`src/rtl/mix_columns_seq.sv`:
```
// AES MixColumns / InvMixColumns with valid/ready handshakes.
// COLS_PER_CYCLE columns are transformed per clock; the result is held until taken.
module mix_columns_seq #(
  parameter int unsigned COLS_PER_CYCLE = 4
) (
  input  logic         clk,
  input  logic         rst,
  input  logic         in_valid,
  output logic         in_ready,
  input  logic         in_inv,
  input  logic [127:0] indata,
  output logic         out_valid,
  input  logic         out_ready,
  output logic [127:0] outdata,
  output logic         busy
);

  if (COLS_PER_CYCLE != 1 && COLS_PER_CYCLE != 2 && COLS_PER_CYCLE != 4) begin : g_bad_cpc
    $error("mix_columns_seq: COLS_PER_CYCLE must be 1, 2 or 4");
  end

  localparam int unsigned NCYC     = 4 / COLS_PER_CYCLE;
  localparam int unsigned LAST_COL = (NCYC - 1) * COLS_PER_CYCLE;

  typedef enum logic [1:0] {
    IDLE = 2'd0,
    BUSY = 2'd1,
    DONE = 2'd2
  } state_t;

  state_t         r_state;
  logic [1:0]     r_cnt;
  logic           r_inv;
  logic [127:0]   r_in;
  logic [127:0]   r_out;

  logic [1:0]     w_idx [COLS_PER_CYCLE];
  logic [31:0]    w_res [COLS_PER_CYCLE];
  logic           w_last;
  logic           w_accept;

  function automatic logic [7:0] xtime(input logic [7:0] b);
    return {b[6:0], 1'b0} ^ (b[7] ? 8'h1B : 8'h00);
  endfunction

  // Every coefficient is a sum of 1, 2, 4 and 8 times the byte, so one xtime chain serves both directions.
  function automatic logic [31:0] mix_col(input logic [31:0] col, input logic inv);
    logic [7:0]  a  [4];
    logic [7:0]  x2 [4];
    logic [7:0]  x4 [4];
    logic [7:0]  x8 [4];
    logic [1:0]  j0, j1, j2, j3;
    logic [31:0] res;
    res = '0;
    for (int unsigned i = 0; i < 4; i++) begin
      j0     = 2'(i);
      a[j0]  = col[31-8*i -: 8];
      x2[j0] = xtime(a[j0]);
      x4[j0] = xtime(x2[j0]);
      x8[j0] = xtime(x4[j0]);
    end
    for (int unsigned r = 0; r < 4; r++) begin
      j0 = 2'(r);
      j1 = j0 + 2'd1;
      j2 = j0 + 2'd2;
      j3 = j0 + 2'd3;
      if (inv)
        res[31-8*r -: 8] = (x8[j0] ^ x4[j0] ^ x2[j0]) ^ (x8[j1] ^ x2[j1] ^ a[j1]) ^
                           (x8[j2] ^ x4[j2] ^ a[j2])  ^ (x8[j3] ^ a[j3]);
      else
        res[31-8*r -: 8] = x2[j0] ^ (x2[j1] ^ a[j1]) ^ a[j2] ^ a[j3];
    end
    return res;
  endfunction

  always_comb begin
    for (int unsigned k = 0; k < COLS_PER_CYCLE; k++) begin
      w_idx[k] = r_cnt + 2'(k);
      w_res[k] = mix_col(r_in[{~w_idx[k], 5'b0} +: 32], r_inv);
    end
  end

  always_comb begin
    in_ready = 1'b0;
    case (r_state)
      IDLE:    in_ready = 1'b1;
      DONE:    in_ready = out_ready;
      default: in_ready = 1'b0;
    endcase
  end

  assign w_accept  = in_valid & in_ready;
  assign w_last    = (r_cnt == LAST_COL[1:0]);
  assign out_valid = (r_state == DONE);
  assign busy      = (r_state == BUSY);
  assign outdata   = r_out;

  always_ff @(posedge clk) begin
    if (rst) begin
      r_state <= IDLE;
      r_cnt   <= '0;
      r_inv   <= 1'b0;
      r_in    <= '0;
      r_out   <= '0;
    end else begin
      case (r_state)
        IDLE: begin
          if (w_accept) begin
            r_in    <= indata;
            r_inv   <= in_inv;
            r_cnt   <= '0;
            r_state <= BUSY;
          end
        end
        BUSY: begin
          for (int unsigned k = 0; k < COLS_PER_CYCLE; k++)
            r_out[{~w_idx[k], 5'b0} +: 32] <= w_res[k];
          r_cnt <= r_cnt + 2'(COLS_PER_CYCLE);
          if (w_last)
            r_state <= DONE;
        end
        DONE: begin
          if (out_ready) begin
            if (in_valid) begin
              r_in    <= indata;
              r_inv   <= in_inv;
              r_cnt   <= '0;
              r_state <= BUSY;
            end else begin
              r_state <= IDLE;
            end
          end
        end
        default: r_state <= IDLE;
      endcase
    end
  end

endmodule

```
`config.mk`:
```
export PLATFORM = sky130hd
export DESIGN_NAME = mix_columns_seq
export DESIGN_NICKNAME = d
export VERILOG_FILES = /design/src/rtl/mix_columns_seq.sv
export SDC_FILE = /design/constraint.sdc
export NUM_CORES = 1
export LEC_CHECK = 0
export ABC_AREA = 1
export ABC_CLOCK_PERIOD_IN_PS = 2250
export CAP_MARGIN = 40
export CORE_MARGIN = 8
export CORE_UTILIZATION = 55
export CTS_BUF_LIST = sky130_fd_sc_hd__clkbuf_16
export DETAILED_ROUTE_END_ITERATION = 8
export PLACE_DENSITY = 0.8
export SYNTH_ARGS = -nofsm -noshare
export SYNTH_HDL_FRONTEND = slang
export SYNTH_SLANG_ARGS = --single-unit
```
`constraint.sdc`:
```
create_clock -name clk -period 2.25 [get_ports clk]
set_input_delay 0.45 -clock clk [delete_from_list [all_inputs] [get_ports clk]]
set_output_delay 0.45 -clock clk [all_outputs]
set_load 0.005 [all_outputs]
```
==> impl.org <==
** Worst setup path
- Most common cell on crit path :: sky130_fd_sc_hd__nor2_1
- Setup slack of the most critical reg-to-reg path :: 0.13 ns
- Data arrives at the worst endpoint at 1.68 ns.
- STA classifies the critical path endpoint as an output port.
- Kind of launch point of the worst setup path :: register
- Critical path's largest stage delay :: 0.52 ns
- Crit path max-delay family :: buffers and inverters
- Along the worst path, the maximum fanout reaches 3.
- Cell type of the slowest stage on the worst timing path :: sky130_fd_sc_hd__clkdlybuf4s50_1
- In this run the critical register-to-register path is launched from r_in[110].
- In this run the worst setup path begins at r_state[1].
- Data required time of the worst path :: 1.80 ns
- CP Class :: reg2out
- CP Buf/Inv Count :: 2
- Sequence of cells on the critical path :: inv_1, nor2_1, nor2_1, clkdlybuf4s50_1

** Clock tree
- CTS built an H-tree with a depth of 2.
- Counting the buffers created by CTS gives 34.
- No sink is reached through more buffers than the 3 on the longest clock path.
- CTS sink count :: 259
- Post-CTS clock slew at the launch and capture registers of the worst setup and hold paths :: 0.06 ns
- TritonCTS built the clock tree.
- Buffer cell driving the clock tree root :: sky130_fd_sc_hd__clkbuf_16
- Clock latency on the worst-skew pair, taken at its later pin, is 0.57 ns.

** Routing
- For this run, design rule violations remaining after detail routing come to 0.
- Number of DRC violations after detailed-routing iteration 0 :: 3192
- After detailed routing, the number of vias per cell comes to 5.49.
- Pre-antenna DRT Iters :: 9
- Vias :: 31370
- Post-route antenna net violation count :: 0
- Dividing the detail-routed wire length by the instance count gives 18.9 µm.
- For this block, the routed nets add up to 108000 µm of wire.

** Final layout
- Post-layout instance count excluding filler cells :: 5713
- Fill cells in the final layout number 4600.
- Area overhead of the layout relative to synthesis :: 21.2%
- Final nets :: 5151
- 0 antenna diodes ended up in the layout.
- Cells with a size suffix above 1 make up 10.5% of the layout.
- Final standard cell area without fillers :: 33900 µm²

** Synthesis
- The synthesized netlist devotes 0% of its cell area to adder and majority cells.
- Summing every instance area after synthesis gives 27900 µm².
- Flip-flop and latch count after synthesis :: 259
- Summing the areas of all and, or, nand and nor instances in the mapped netlist gives 32.3% of the synthesized area.
- Fraction of the yosys area taken by sequential cells :: 18.6%
- After Yosys synthesis, XOR and XNOR cells account for 27.1% of the synthesized area.
- Multiplexer area fraction after synthesis :: 0%
- Syn Area/Cell :: 6.00 µm²
- Summing the areas of all compound-gate instances in the mapped netlist gives 11.9% of the synthesized area.
- Yosys mapped the design onto 39 distinct sky130hd cell types.
- After synthesis, the largest family of logic cells by area is simple AND/OR/NAND/NOR gates.
- Counting every instance in the synthesized netlist gives 4655.
- The Yosys step of the flow raised 0 warnings.
- Syn nets :: 4788

** Floorplan
- The floorplan has 82 rows.
- Measured along the y axis, the die boundary spans 241 µm.
- The die is 241 µm wide.
- Boundary Pins :: 264
- DIE AREA :: 58300 µm²
- Core area :: 50200 µm²
- The initial utilization of the core area, before any placement, comes to 55.7%.

** Global routing
- Vias in the first global route :: 28521
- Largest net degree at the start of global routing :: 146
- Overflow left after global routing :: 0
- The first global-routing pass estimated 163000 µm of wire.
- Antenna violations before repair :: 2
- Global routing consumed, over all layers together, 35.9% of the routing resources.

** Placed design
- Cell area after placement :: 32800 µm²
- Once placement completed, the tool counted placed cells totaling 5651.
- GPL Wtd Cong :: 1.08
- Worst slack, placed :: 0.0595 ns
- Detail Placement HPWL :: 84800 µm
- Number of input and output port buffers inserted :: 263

** Pwr
- Pleak :: 17.1 nW
- Peak VDD IR :: 0.686 mV
- Total power divided by cell area :: 766 nW/µm²
- The design draws 25.9 mW.

** Timing
- Total count of max-transition violations in the final report :: 0
- Transition time at the pin with the least slew margin :: 0.790 ns
- The routed design could run at a clock period as short as 2.13 ns.
- Fraction of the cycle the final worst path needs :: 94.7%
- Final-report setup violation count :: 0
- Measured against its own limit, the worst slew margin works out to 47.3%.
- Post-Route Skew :: 0.0252 ns
- Final TNS setup :: 0 ns
- For this run, the top clock speed supported by timing is 469 MHz.
- Fin worst setup slack :: 0.119 ns
- The number of hold-slack violations in the final timing report is 0.
- Unrepaired setup endpoints after global routing :: no

** Min path
- Beginning of the worst hold path :: rst
- In this run the worst hold path is classified as in2reg.

** Status
- Run status :: finished clean

** Job
- Number of max-capacitance violations reported :: 0
## cell type report
cell class              count  area [µm²]  area share, %
multi-input cells        3710       20000           59.0
clock buffers              35         876           2.59
inverters                 448        1700           5.01
flip-flops and latches    259        5190           15.3
repair buffers            565        5120           15.1
clock inverters            24         171          0.506
well taps                 672         841           2.48
## where the power goes
part / leakage (nW) / total [mW] / switching [mW] / internal [mW]
Sequential: 2.14 / 5.46 / 0.465 / 5.00
Clock: 0.529 / 5.34 / 2.29 / 3.05
Combinational: 14.4 / 15.1 / 9.32 / 5.80
## Yosys cell counts
master | count | area [µm²]
sky130_fd_sc_hd__xor2_4 | 1 | 27.5
sky130_fd_sc_hd__buf_6 | 3 | 33.8
sky130_fd_sc_hd__buf_2 | 94 | 470
sky130_fd_sc_hd__buf_1 | 7 | 26.3
sky130_fd_sc_hd__xor2_1 | 546 | 4780
sky130_fd_sc_hd__o21ai_1 | 10 | 50.1
sky130_fd_sc_hd__inv_1 | 354 | 1330
sky130_fd_sc_hd__nand3b_1 | 19 | 143
sky130_fd_sc_hd__xnor2_4 | 1 | 27.5
sky130_fd_sc_hd__dfxtp_1 | 259 | 5180
sky130_fd_sc_hd__buf_4 | 29 | 218
sky130_fd_sc_hd__nand2_2 | 26 | 163
sky130_fd_sc_hd__o21ai_0 | 313 | 1570
sky130_fd_sc_hd__xnor2_2 | 11 | 179
sky130_fd_sc_hd__xnor3_1 | 1 | 22.5
sky130_fd_sc_hd__a21oi_1 | 287 | 1440
sky130_fd_sc_hd__a31oi_1 | 33 | 206
sky130_fd_sc_hd__nand2_4 | 1 | 11.3
sky130_fd_sc_hd__clkinv_1 | 4 | 15.0
sky130_fd_sc_hd__inv_4 | 1 | 6.26
sky130_fd_sc_hd__nor2_1 | 66 | 248
sky130_fd_sc_hd__clkinv_2 | 1 | 5.00
sky130_fd_sc_hd__nand3_1 | 324 | 1620
sky130_fd_sc_hd__or2_0 | 3 | 18.8
sky130_fd_sc_hd__a21oi_2 | 1 | 8.76
sky130_fd_sc_hd__nand4_1 | 11 | 68.8
sky130_fd_sc_hd__and2_1 | 2 | 12.5
sky130_fd_sc_hd__a211oi_1 | 1 | 7.51
sky130_fd_sc_hd__or2_1 | 13 | 81.3
sky130_fd_sc_hd__o21bai_1 | 4 | 30.0
sky130_fd_sc_hd__a21o_1 | 3 | 22.5
sky130_fd_sc_hd__xor2_2 | 9 | 146
sky130_fd_sc_hd__inv_2 | 88 | 330
sky130_fd_sc_hd__clkbuf_1 | 104 | 390
sky130_fd_sc_hd__xnor2_1 | 273 | 2390
sky130_fd_sc_hd__nand2_1 | 1721 | 6460
sky130_fd_sc_hd__nand2b_1 | 5 | 31.3
sky130_fd_sc_hd__or2_2 | 25 | 156
sky130_fd_sc_hd__clkbuf_2 | 1 | 5.00
## cell families after synthesis
group | after synthesis
xor+xnor | 842
simple gates | 2216
flops | 259
compound gates | 652
buf+inv | 686
## layout by cell type, fill, tap and decap left out, types with 35 or more instances in the layout
cell type	synthesis	routed
sky130_fd_sc_hd__nand2_1	1721	1717
sky130_fd_sc_hd__xor2_1	546	543
sky130_fd_sc_hd__inv_1	354	354
sky130_fd_sc_hd__nand3_1	324	324
sky130_fd_sc_hd__o21ai_0	313	313
sky130_fd_sc_hd__a21oi_1	287	287
sky130_fd_sc_hd__buf_4	29	284
sky130_fd_sc_hd__xnor2_1	273	273
sky130_fd_sc_hd__clkdlybuf4s50_1	0	261
sky130_fd_sc_hd__dfxtp_1	259	256
sky130_fd_sc_hd__inv_2	88	90
sky130_fd_sc_hd__nor2_1	66	65
sky130_fd_sc_hd__clkbuf_16	0	35
## flip-flops by register name (all words and copies together), names as in the netlist
register,count
outdata,128
r_in,128
r_inv,1
r_state,2
## what timing repair did
item,CTS,global route
resized for setup,1,10
hold endpoints to repair,0,0
endpoints found under the setup margin,1,10
pin swaps,1,0
hold buffers,0,0
buffers inserted,1,2
## metrics by stage
stage                     hold WS (ns)  utilization (%)
after global placement           0.451             65.3
after floorplan                  0.442                -
after CTS                        0.318             67.4
final                            0.347             67.5
after detailed placement         0.456             65.3
after global routing             0.355             67.5
## routing by layer
| layer | global-route usage (%) | vias up | wire, µm |
|---|---|---|---|
| met5 | 0 | - | 11 |
| met2 | 56.8 | 1696 | 47600 |
| li1 | - | 15221 | - |
| met3 | 6.05 | 331 | 11200 |
| met1 | 47.3 | 14120 | 43900 |
| met4 | 16.8 | 2 | 5390 |
## worst register-to-register path: stages (launching register included)
cell and delay, ns:
sky130_fd_sc_hd__dfxtp_1 0.44, sky130_fd_sc_hd__buf_4 0.24, sky130_fd_sc_hd__nand2_1 0.08, sky130_fd_sc_hd__nand2_1 0.18, sky130_fd_sc_hd__xor2_1 0.16, sky130_fd_sc_hd__xnor2_1 0.45
sky130_fd_sc_hd__inv_1 0.09, sky130_fd_sc_hd__nand2_1 0.09, sky130_fd_sc_hd__nand2_1 0.06, sky130_fd_sc_hd__nand2_1 0.06, sky130_fd_sc_hd__nand3_1 0.06, sky130_fd_sc_hd__a21oi_1 0.15
## path summary, 6_finish.rpt
| check | end | cells after the start |
|---|---|---|
| max | in_ready | 4 |
| min reg2reg | outdata[14] | 2 |
| min | outdata[126] | 4 |
| max reg2reg | outdata[122] | 11 |
(Power assumes the default switching activity.)
